==> src/rtl/mips_run_pkg.sv <==
// Shared definitions for the mips run controller: run-state encoding and its width.
package mips_run_pkg;

  localparam int STATE_W = 3;

  typedef enum logic [STATE_W-1:0] {
    ST_IDLE    = 3'd0,
    ST_HOLD    = 3'd1,
    ST_RUN     = 3'd2,
    ST_DONE    = 3'd3,
    ST_TIMEOUT = 3'd4
  } run_state_t;

endpackage

==> src/rtl/mips_halt_detect.sv <==
// Program-end detector: flags the HALT_REPEAT-th consecutive commit at one PC,
// or a commit at the programmable end PC. The halt output is combinational.
module mips_halt_detect #(
  parameter int PC_W        = 32,
  parameter int HALT_REPEAT = 3
) (
  input  logic            clk,
  input  logic            reset,
  input  logic            clear,
  input  logic            enable,
  input  logic            end_pc_en,
  input  logic [PC_W-1:0] end_pc,
  input  logic            commit_valid,
  input  logic [PC_W-1:0] commit_pc,
  output logic            halt
);

  localparam int REP_W = $clog2(HALT_REPEAT + 1);
  localparam logic [REP_W-1:0] REP_HALT = REP_W'(HALT_REPEAT);
  localparam logic [REP_W-1:0] REP_ONE  = REP_W'(1);

  logic [PC_W-1:0]  last_pc;
  logic [REP_W-1:0] rep;
  logic [REP_W-1:0] rep_next;
  logic             commit;
  logic             repeat_hit;
  logic             end_hit;

  assign commit = enable & commit_valid;

  // Saturate at the halt count so the tracker can never wrap.
  always_comb begin
    rep_next = REP_ONE;
    if (commit_pc == last_pc) begin
      rep_next = (rep == REP_HALT) ? REP_HALT : rep + REP_ONE;
    end
  end

  assign repeat_hit = (rep_next == REP_HALT);
  assign end_hit    = end_pc_en & (commit_pc == end_pc);
  assign halt       = commit & (repeat_hit | end_hit);

  always_ff @(posedge clk or negedge reset) begin
    if (!reset) begin
      last_pc <= '0;
      rep     <= '0;
    end else if (clear) begin
      last_pc <= '0;
      rep     <= '0;
    end else if (commit) begin
      last_pc <= commit_pc;
      rep     <= rep_next;
    end
  end

endmodule

==> src/rtl/mips_run_ctrl.sv <==
// Run controller for the pipelined mips core: sequences core reset, counts RUN
// cycles and commits, and ends the run on halt/end PC or the cycle watchdog.
module mips_run_ctrl
  import mips_run_pkg::*;
#(
  parameter int PC_W        = 32,
  parameter int CNT_W       = 32,
  parameter int RST_CYCLES  = 4,
  parameter int HALT_REPEAT = 3,
  parameter int MAX_CYCLES  = 500000
) (
  input  logic             clk,
  input  logic             reset,
  input  logic             start,
  input  logic             end_pc_en,
  input  logic [PC_W-1:0]  end_pc,
  input  logic             commit_valid,
  input  logic [PC_W-1:0]  commit_pc,
  output logic             cpu_reset,
  output logic             running,
  output logic             done,
  output logic             timeout,
  output logic [CNT_W-1:0] cycle_cnt,
  output logic [CNT_W-1:0] instr_cnt
);

  localparam int HOLD_W = $clog2(RST_CYCLES + 1);
  localparam logic [HOLD_W-1:0] HOLD_LAST  = HOLD_W'(RST_CYCLES - 1);
  localparam logic [HOLD_W-1:0] HOLD_ONE   = HOLD_W'(1);
  localparam logic [CNT_W-1:0]  CYCLE_LAST = CNT_W'(MAX_CYCLES - 1);
  localparam logic [CNT_W-1:0]  CNT_ONE    = CNT_W'(1);

  run_state_t        state;
  logic [HOLD_W-1:0] hold_cnt;
  logic              in_hold;
  logic              in_run;
  logic              halt;

  assign in_hold = (state == ST_HOLD);
  assign in_run  = (state == ST_RUN);

  mips_halt_detect #(
    .PC_W        (PC_W),
    .HALT_REPEAT (HALT_REPEAT)
  ) u_halt_detect (
    .clk          (clk),
    .reset        (reset),
    .clear        (in_hold),
    .enable       (in_run),
    .end_pc_en    (end_pc_en),
    .end_pc       (end_pc),
    .commit_valid (commit_valid),
    .commit_pc    (commit_pc),
    .halt         (halt)
  );

  // Halt is checked before the watchdog so a halt on the last allowed cycle ends as DONE.
  always_ff @(posedge clk or negedge reset) begin
    if (!reset) begin
      state     <= ST_IDLE;
      hold_cnt  <= '0;
      cpu_reset <= 1'b1;
      running   <= 1'b0;
      done      <= 1'b0;
      timeout   <= 1'b0;
      cycle_cnt <= '0;
      instr_cnt <= '0;
    end else begin
      case (state)
        ST_IDLE, ST_DONE, ST_TIMEOUT: begin
          if (start) begin
            state     <= ST_HOLD;
            hold_cnt  <= '0;
            cpu_reset <= 1'b1;
            done      <= 1'b0;
            timeout   <= 1'b0;
            cycle_cnt <= '0;
            instr_cnt <= '0;
          end
        end
        ST_HOLD: begin
          if (hold_cnt == HOLD_LAST) begin
            state     <= ST_RUN;
            cpu_reset <= 1'b0;
            running   <= 1'b1;
          end else begin
            hold_cnt <= hold_cnt + HOLD_ONE;
          end
        end
        ST_RUN: begin
          cycle_cnt <= cycle_cnt + CNT_ONE;
          if (commit_valid) begin
            instr_cnt <= instr_cnt + CNT_ONE;
          end
          if (halt) begin
            state     <= ST_DONE;
            done      <= 1'b1;
            cpu_reset <= 1'b1;
            running   <= 1'b0;
          end else if (cycle_cnt == CYCLE_LAST) begin
            state     <= ST_TIMEOUT;
            timeout   <= 1'b1;
            cpu_reset <= 1'b1;
            running   <= 1'b0;
          end
        end
        default: begin
          state     <= ST_IDLE;
          cpu_reset <= 1'b1;
          running   <= 1'b0;
        end
      endcase
    end
  end

endmodule

==> config.mk <==
export PLATFORM = sky130hd
export DESIGN_NAME = mips_run_ctrl
export DESIGN_NICKNAME = d
export VERILOG_FILES = /design/src/rtl/mips_run_pkg.sv /design/src/rtl/mips_halt_detect.sv /design/src/rtl/mips_run_ctrl.sv
export SDC_FILE = /design/constraint.sdc
export NUM_CORES = 1
export LEC_CHECK = 0
export ABC_AREA = 1
export CORE_MARGIN = 4
export CORE_UTILIZATION = 53
export DETAILED_ROUTE_END_ITERATION = 16
export PLACE_DENSITY = 0.9
export RECOVER_POWER = 25
export SYNTH_ARGS = -nofsm -noshare
export SYNTH_HDL_FRONTEND = slang
export SYNTH_SLANG_ARGS = --single-unit
==> constraint.sdc <==
create_clock -name clk -period 2.5 [get_ports clk]
set_input_delay 0.25 -clock clk [delete_from_list [all_inputs] [get_ports clk]]
set_output_delay 0.25 -clock clk [all_outputs]
set_load 0.03 [all_outputs]
==> results of run 1 <==
==> worst paths after layout <==
| kind | start | end | slack, ps | cells after the start |
|---|---|---|---|---|
| min in group asynchronous | reset | u_halt_detect.last_pc[15]$_DFFE_PN0P_ | 610 | 2 |
| hold reg to reg | hold_cnt[1]$_DFFE_PN0P_ | hold_cnt[1]$_DFFE_PN0P_ | 490 | 2 |
| setup / recovery | cycle_cnt[0]$_DFFE_PN0P_ | cycle_cnt[28]$_DFFE_PN0P_ | 260 | 12 |
| max in group asynchronous | reset | instr_cnt[3]$_DFFE_PN0P_ | 420 | 3 |
| hold / removal | hold_cnt[1]$_DFFE_PN0P_ | hold_cnt[1]$_DFFE_PN0P_ | 490 | 2 |
| setup reg to reg | cycle_cnt[0]$_DFFE_PN0P_ | cycle_cnt[28]$_DFFE_PN0P_ | 260 | 12 |
==> cells by family (layout without fill, tap and decap cells) <==
kind of cell	Yosys count	in the layout	synth area share
buf+inv	186	334	0.103
flops	108	108	0.394
simple gates	546	546	0.343
mux	1	1	0.00146
fa+ha+maj	4	4	0.00729
compound gates	130	130	0.111
xor+xnor	32	32	0.0408
==> cell type report <==
type	instances	area, sq um
timing repair buffer	151	1470
clock inverter	7	80.1
multi-input combinational	713	3460
fill	1074	3890
tap	172	215
inverter	167	627
clock buffer	9	225
sequential	108	2700
==> what timing repair did <==
| item | CTS | global route |
|---|---|---|
| resized for setup | 0 | 1 |
| endpoints found under the setup margin | 0 | 1 |
| endpoints found under the hold margin | 41 | 0 |
| hold buffers | 1 | 0 |
==> power by group through the flow <==
stage          logic (W)  clock network [W]  registers (W)
4_1_cts          0.00211            0.00152        0.00220
5_1_grt          0.00235            0.00157        0.00224
3_5_place_dp     0.00210                  0        0.00223
6_report         0.00211            0.00149        0.00221
2_1_floorplan    0.00130                  0        0.00229
3_3_place_gp     0.00205                  0        0.00223
==> worst max-delay path: cells and delay by family (launching register included) <==
kind,cells,cell delay [ps]
and+or+nand+nor,8,1200
adders and majority gates,1,190
buffers and inverters,2,210
DFF,1,410
AOI/OAI and AO/OA,1,110
==> sequential cells by signal, summed over array words and instances (netlist names) <==
signal                 count
u_halt_detect.last_pc     32
running                    1
instr_cnt                 32
state                      3
cycle_cnt                 32
timeout                    1
done                       1
cpu_reset                  1
u_halt_detect.rep          2
hold_cnt                   3
==> cells in the final DEF (no fill, tap or decap), drive strengths merged <==
master | netlist | routed
nand2 | 294 | 294
nor3b | 1 | 1
nand4 | 34 | 34
nor3 | 36 | 36
o21a | 1 | 1
nand3 | 53 | 53
mux2i | 1 | 1
clkinvlp | 0 | 1
a31oi | 3 | 3
clkdlybuf4s50 | 0 | 135
dfstp | 1 | 1
o211ai | 1 | 1
or2 | 5 | 5
a22o | 2 | 2
nor2 | 107 | 107
dlygate4sd3 | 0 | 1
a2bb2oi | 1 | 1
ha | 4 | 4
nor4 | 14 | 14
buf | 6 | 14
a21oi | 22 | 22
bufinv | 0 | 1
xor2 | 15 | 15
xnor2 | 17 | 17
clkbuf | 13 | 10
inv | 167 | 171
o221ai | 1 | 1
o31ai | 9 | 9
o21ai | 49 | 49
nand3b | 1 | 1
and2 | 1 | 1
o21bai | 1 | 1
a21boi | 1 | 1
a211oi | 2 | 2
clkinv | 0 | 1
dfrtp | 107 | 107
o22ai | 37 | 37
==> metal layers <==
layer	up-vias	global-route usage	share of wire	wire length, um
li1	3558	-	-	-
met1	3245	0.379	0.44	8770
met2	288	0.431	0.46	9210
met3	48	0.0515	0.078	1580
met4	0	0.0987	0.028	566
met5	-	0	0	0
==> per-stage QoR <==
stage               total power, W  hold WS, ps  area, sq um  instances
global placement           0.00428          282         8480       1310
finish                     0.00582          487         8780       1327
global route               0.00616          535         8780       1327
floorplan                  0.00359        -45.6         6870       1007
CTS                        0.00583          437         8800       1327
detailed placement         0.00433          295         8480       1310
==> metrics.csv, run 1 <==
metric,value,unit
status,"complete, no violations",
Power Density,662,mW/mm^2
Num CTS Buffers,9,
Main synth FF type,dfrtp_1,
"CTS clk-pin slew, worst paths",80,ps
routed wire length per instance,15.2,um
setup TNS,0,ps
first-pass GRT wire length,32300,um
Syn Inst Count,1007,
IO Pins,137,
clk sinks,108,
violation count after the first detailed-route iteration,709,
clock network power share,0.257,
switching share of power,0.388,
final hold violation count,0,
DP HPWL,15700,um
Fmax,446,MHz
total wire length,20100,um
postcts setup bufs,0,
top post-synthesis cells by area,"dfrtp_1, nand2_1, inv_1",
Pint,0.00356,W
cell type of the slowest stage on the worst timing path,dfrtp_1,
# DRC,0,
CP endpoint kind,flip-flop,
largest net degree at the start of global routing,46,
share of cells above drive strength 1,0.0442,
LEAKAGE,3.96,nW
die height,122,um
syn_nets,1080,
GRT Total Usage,0.274,
DIE AREA,0.0148,sq mm
Setup crit start kind,flip-flop,
final slew viol count,0,
Worst EP required,2750,ps
Placer Congestion,1.04,
CORE AREA,0.0127,sq mm
nets,1223,
final setup margin,257,ps
critical path class,flip-flop to flip-flop,
Slew HR,0.275,
Period minus WS final,2240,ps
Setup Skew,9.27,ps
CP arrival,2490,ps
"count leader, synth",nand2_1,
pre-CTS setup slack,265,ps
root buf cell,clkbuf_16,
Clock Latency Late Sink,360,ps
initial antenna violation count,0,
combinational share of power,0.363,
I/O Buffers,136,
synth-to-layout area growth,27.9,%
Synth Warn #,0,
Yosys top cell area share,0.390,
CP Max Fanout,5,
row count,41,
"Top cell by count, worst path",nand3_1,
synthesized cell area,0.00687,sq mm
antenna-violating nets left,0,
Unique masters post-synth,40,
Sw Pwr,0.00226,W
Final setup viols,0,
Max VDD drop,0.537,mV
Detailed Routing Iterations Pass 1,5,
"flops & latches, synth",108,
Die Wd,122,um
Post-synth EDFFs,0,
CP max stage delay,410,ps
Synth top cells by count,"nand2_1, inv_1, dfrtp_1",
grt ovf,0,
Syn Area/Cell,6.82,sq um
Starting Density,0.542,
"critical path, cell by cell",ha_1 > nand2_1 > inv_1 > nand3_1 > inv_1 > nand3_1 > nor3_1 > nand2_1 > nor2_1 > nand3_1 > nor3_1 > o21ai_0,
max cap viols,0,
H-tree Lvls,3,
vias per cell,5.38,
RSZ-0062 raised after global routing,no,
Layout Utilization,0.693,
# diodes,0,
sequential power share,0.380,
final period utilization,0.897,
clk buf depth,2,
"area leader, netlist",dfrtp_1,
vias in the first global route,6585,
sequential element share of the synthesized area,0.394,
HP Class,flip-flop to flip-flop,
asr flop ratio synth,1.00,
Slew @ Worst Pin,1090,ps
CTS tree,done,
vias post-DR,7139,
No activity file was read; power rests on OpenSTA's default activity.
==> run 2: changes to the inputs <==
- CTS_CLUSTER_DIAMETER: default -> 40
- HOLD_SLACK_MARGIN: default -> 0.06
==> results of run 2 <==
Final layout, timing and power as in run 1 (identical DEF).
